`config.mk`:
```
export PLATFORM = sky130hd
export DESIGN_NAME = oh_idlegate
export DESIGN_NICKNAME = d
export VERILOG_FILES = /design/src/rtl/oh_idlegate_pkg.sv /design/src/rtl/asic_nor4.sv /design/src/rtl/oh_idlegate.sv
export SDC_FILE = /design/constraint.sdc
export NUM_CORES = 1
export LEC_CHECK = 0
export BUFFER_PORTS_ARGS = -buffer_cell sky130_fd_sc_hd__buf_2
export CAP_MARGIN = 20
export CELL_PAD_IN_SITES_DETAIL_PLACEMENT = 1
export CELL_PAD_IN_SITES_GLOBAL_PLACEMENT = 1
export CORE_UTILIZATION = 37
export CTS_BUF_LIST = sky130_fd_sc_hd__clkbuf_8
export DETAILED_ROUTE_END_ITERATION = 7
export GPL_TIMING_DRIVEN = 0
export HOLD_SLACK_MARGIN = 0.12
export PLACE_DENSITY_LB_ADDON = 0.1
export SLEW_MARGIN = 25
export SYNTH_ARGS = -nofsm -noshare
export SYNTH_HDL_FRONTEND = slang
export SYNTH_SLANG_ARGS = --single-unit
```
`constraint.sdc`:
```
create_clock -name clk -period 1.9 [get_ports clk]
set_clock_uncertainty 0.2 [all_clocks]
set_input_delay 0.095 -clock clk [delete_from_list [all_inputs] [get_ports clk]]
set_output_delay 0.095 -clock clk [all_outputs]
set_load 0.02 [all_outputs]
```
`src/rtl/oh_idlegate_pkg.sv`:
```
// Shared definitions for the idle-detect / clock-gate sequencer.
package oh_idlegate_pkg;

    localparam int STATE_W = 2;

    typedef enum logic [STATE_W-1:0] {
        ST_ACTIVE = 2'd0,
        ST_REQ    = 2'd1,
        ST_SLEEP  = 2'd2,
        ST_WAKE   = 2'd3
    } state_t;

endpackage

```
`src/rtl/asic_nor4.sv`:
```
// Four-input NOR cell; PROP selects a technology-specific implementation.
module asic_nor4 #(
    parameter PROP = "DEFAULT"
) (
    input  logic a,
    input  logic b,
    input  logic c,
    input  logic d,
    output logic z
);

    // Only the generic variant exists today; library mappings slot in beside it.
    if (PROP == "DEFAULT") begin : g_generic
        assign z = ~(a | b | c | d);
    end else begin : g_other
        assign z = ~(a | b | c | d);
    end

endmodule

```
`src/rtl/oh_idlegate.sv`:
```
// Idle counter plus four-phase sleep request/acknowledge FSM driving a
// downstream clock-gate enable. Lives in the always-on clock domain.
module oh_idlegate
    import oh_idlegate_pkg::*;
#(
    parameter int CW   = 8,
    parameter     PROP = "DEFAULT"
) (
    input  logic          clk,
    input  logic          reset,
    input  logic [3:0]    busy,
    input  logic [CW-1:0] threshold,
    input  logic          sleep_ack,
    output logic          sleep_req,
    output logic          clk_en,
    output logic          idle,
    output logic          wake
);

    logic          w_all_idle;
    state_t        r_state;
    logic [CW-1:0] r_cnt;
    logic          r_idle_q;
    logic          r_sleep_req;
    logic          r_clk_en;
    logic          r_wake;

    asic_nor4 #(
        .PROP (PROP)
    ) u_nor4 (
        .a (busy[0]),
        .b (busy[1]),
        .c (busy[2]),
        .d (busy[3]),
        .z (w_all_idle)
    );

    // NOTE: every state and output register is assigned with <= so all of
    // them update together from the values sampled at the same edge.
    always_ff @(posedge clk) begin
        if (reset) begin
            r_state     <= ST_ACTIVE;
            r_cnt       <= '0;
            r_idle_q    <= 1'b0;
            r_sleep_req <= 1'b0;
            r_clk_en    <= 1'b1;
            r_wake      <= 1'b0;
        end else begin
            r_idle_q <= w_all_idle;
            r_wake   <= 1'b0;
            case (r_state)
                ST_ACTIVE: begin
                    if (!r_idle_q) begin
                        r_cnt <= '0;
                    end else if (r_cnt == threshold) begin
                        r_state     <= ST_REQ;
                        r_cnt       <= '0;
                        r_sleep_req <= 1'b1;
                    end else begin
                        r_cnt <= r_cnt + 1'b1;
                    end
                end
                ST_REQ: begin
                    // Busy takes priority over a simultaneous acknowledge.
                    if (!r_idle_q) begin
                        r_state     <= ST_WAKE;
                        r_sleep_req <= 1'b0;
                    end else if (sleep_ack) begin
                        r_state  <= ST_SLEEP;
                        r_clk_en <= 1'b0;
                    end
                end
                ST_SLEEP: begin
                    if (!r_idle_q) begin
                        r_state     <= ST_WAKE;
                        r_sleep_req <= 1'b0;
                        r_clk_en    <= 1'b1;
                        r_wake      <= 1'b1;
                    end
                end
                ST_WAKE: begin
                    // Hold here until the controller finishes its side of the handshake.
                    if (!sleep_ack) begin
                        r_state <= ST_ACTIVE;
                        r_cnt   <= '0;
                    end
                end
                default: begin
                    r_state <= ST_ACTIVE;
                end
            endcase
        end
    end

    assign sleep_req = r_sleep_req;
    assign clk_en    = r_clk_en;
    assign idle      = r_idle_q;
    assign wake      = r_wake;

endmodule

```
==> flow_metrics.py <==
metrics = {
    "run_status": {
        "status": "finished, violations left",
        "violations": "negative setup slack",
    },
    "logic_synthesis": {
        "ys_top_cells_by_count": "dfxtp_1, nor2_1, inv_1",
        "synth_area_sq_um": 885,
        "synth_most_common_cell": "dfxtp_1",
        "syn_avg_cell_area_sq_um": 8.42,
        "synth_edf_count": 0,
        "synth.yosys.warnings": 0,
        "synth_cell_types": 35,
        "syn_inst": 105,
        "synth_top_area_share_pct": 31.7,
        "ys_seq_elements": 14,
        "synth_area_leaders": "dfxtp_1, ha_1, xor2_1, nor2_1, inv_1",
        "synth_area_leader_cell": "dfxtp_1",
        "ys_seq_area_share_pct": 31.7,
        "yosys_most_used_dff": "dfxtp_1",
        "synth_nets": 126,
        "async_flop_share_pct": 0,
    },
    "pwr": {
        "power.density_nw_per_um2": 456,
        "power_mw": 0.607,
        "p_leak_nw": 0.486,
        "max-vdd-ir-drop_mv": 0.317,
    },
    "floorplan": {
        "io_pins": 19,
        "row_count": 17,
        "die_y_um": 50.9,
        "dieArea_sq_um": 2590,
        "initial_utilization_pct": 39.6,
        "core_area_sq_um": 2230,
        "die_w_um": 50.9,
    },
    "detailed_routing": {
        "vias": 949,
        "wire_per_inst_um": 17.3,
        "drt_iter0_drc": 19,
        "drt_first_pass_iters": 4,
        "vias_per_cell": 5.68,
        "totalWireLength_um": 2890,
        "ant_nets": 0,
        "drcViolationCount": 0,
    },
    "global_routing": {
        "grt_max_degree": 11,
        "grt_usage_pct": 23.0,
        "grt_pass1_wl_um": 4320,
        "antenna_found_initial": 0,
        "overflow": 0,
        "grt_pass1_vias": 941,
    },
    "final_layout": {
        "fill_cells": 270,
        "regArea_sq_um": 310,
        "final_area_sq_um": 1330,
        "final_nets": 162,
        "final_util_pct": 59.7,
        "area_delta_synth_final_pct": 50.6,
        "layout-drive-gt1-share_pct": 46.8,
        "antenna_cells": 0,
        "multiInputGateArea_sq_um": 709,
        "fin_cells": 167,
    },
    "sta": {
        "finalHoldViolCount": 0,
        "fin_crit_sh_pct": 100,
        "slew_headroom_pct": 61.9,
        "final-setup-viol-count": 2,
        "drv_slew": 0,
        "max_freq_ghz": 0.524,
        "worst_slack_ns": -0.00782,
        "setup-tns-final_ns": -0.0133,
        "tightest_slew_ns": 0.572,
        "min_period_ns": 1.91,
        "whs_ns": 0.155,
        "grt_setup_unrepaired": "yes",
    },
    "cts": {
        "clkLatencyLatePin_ns": 0.25,
        "cts_tree": "built",
        "htree_levels": 1,
        "clkSlewWorstSetupHoldPaths_ns": 0.06,
        "cts_buffers": 3,
        "clock_sinks": 14,
        "cts-root-buf": "clkbuf_8",
        "clk_path_buf_depth": 2,
    },
    "place": {
        "dp_cells": 151,
        "dpl_worst_slack_ns": -0.270,
        "gp_congestion": 0.753,
        "io_buffers": 18,
        "dpl_cell_area_sq_um": 1010,
        "dp_hpwl_um": 1740,
    },
    "setup_path": {
        "max_stage_delay_ns": 0.44,
        "startpoint_type": "register",
        "reg2reg_depth": 6,
        "timing.critical_path.to_type": "register",
        "cp_max_fo": 5,
        "path_class": "register to register",
        "crit_chain": "xor2_4 -> nor4_4 -> buf_4 -> a2111o_1 -> or3_1 -> o21ai_1",
        "worst-endpoint-required_ns": 1.88,
        "cp.arrival_ns": 1.89,
        "cpMaxStageDelayCell": "a2111o_1",
    },
    "hold_path": {
        "min_path_type": "input pin to register",
        "holdPathStages": 4,
    },
    "flow_run": {
        "drv_cap": 0,
    },
}
-- layout make-up --
class                           instances  area share (%)
Buffer                                  1           0.282
Clock buffer                            3            3.10
Inverter                               10            2.82
Multi-Input combinational cell         80            53.2
Sequential cell                        14            23.3
Tap cell                               28            2.63
Timing Repair Buffer                   31            14.6
-- layout by cell type (no fill, tap or decap), types with 2 or more instances in the layout --
cell type,instances
o21ai_1,4
o21ai_0,3
xor2_4,3
dfxtp_1,4
clkbuf_8,3
nand2_1,5
nor2_1,11
nand3_1,3
xor2_2,5
a21oi_1,2
nor3b_1,2
dfxtp_4,7
a211oi_1,3
nor4_4,2
a31oi_1,4
ha_1,3
inv_2,2
buf_2,18
buf_4,10
dlygate4sd3_1,3
inv_1,8
or3_1,3
dfxtp_2,3
a22oi_1,2
o22ai_1,2
ha_2,2
-- critical path: cells and delay by family, from the launching register on --
kind | cells | cell delay, ns
compound gates | 2 | 0.51
flops | 1 | 0.40
simple gates | 2 | 0.40
xor+xnor | 1 | 0.17
buf+inv | 1 | 0.16
-- per-layer routing --
layer	up-vias	wire (um)	global-route usage (%)
met3	4	96	3.57
met1	475	1290	29.4
met5	-	0	0
met2	29	1490	39.1
met4	0	21	8.33
li1	441	-	-
-- state kept, by name (all words and copies together) (netlist names) --
name,count
r_cnt,8
wake,1
sleep_req,1
clk_en,1
idle,1
r_state,2
-- kinds of logic (layout without fill, tap and decap cells) --
logic type                 after synthesis  count (layout)  synth area share (%)
and+or+nand+nor                         35              35                  22.3
AOI/OAI and AO/OA                       30              30                  23.6
DFF                                     14              14                  31.7
buffers and inverters                   11              45                  4.67
xor gates and xnor gates                 8               8                  7.92
adders and majority gates                6               6                  8.49
muxes                                    1               1                  1.27
-- power by group --
part           total, mW  internal [mW]  switching [mW]
Clock              0.247          0.140           0.107
Combinational     0.0708         0.0337          0.0371
Sequential         0.289          0.286         0.00314
-- timing repair --
item                                   in CTS  in global routing
resized for setup                          33                 12
pin swaps                                  11                  7
hold buffers                                3                  0
buffers inserted                            8                  4
setup endpoints to repair                  10                  9
endpoints found under the hold margin       2                  0
-- path summary, 6_finish.rpt --
path / start / endpoint / slack (ns)
setup / recovery: r_cnt[4]$_SDFFE_PP0P_ / r_cnt[7]$_SDFFE_PP0P_ / -0.008
hold / removal: reset / r_cnt[7]$_SDFFE_PP0P_ / 0.15
setup reg to reg: r_cnt[4]$_SDFFE_PP0P_ / r_cnt[7]$_SDFFE_PP0P_ / -0.008
hold reg to reg: r_cnt[7]$_SDFFE_PP0P_ / r_cnt[7]$_SDFFE_PP0P_ / 0.30
Note: power is estimated with default switching activity, not from simulation.
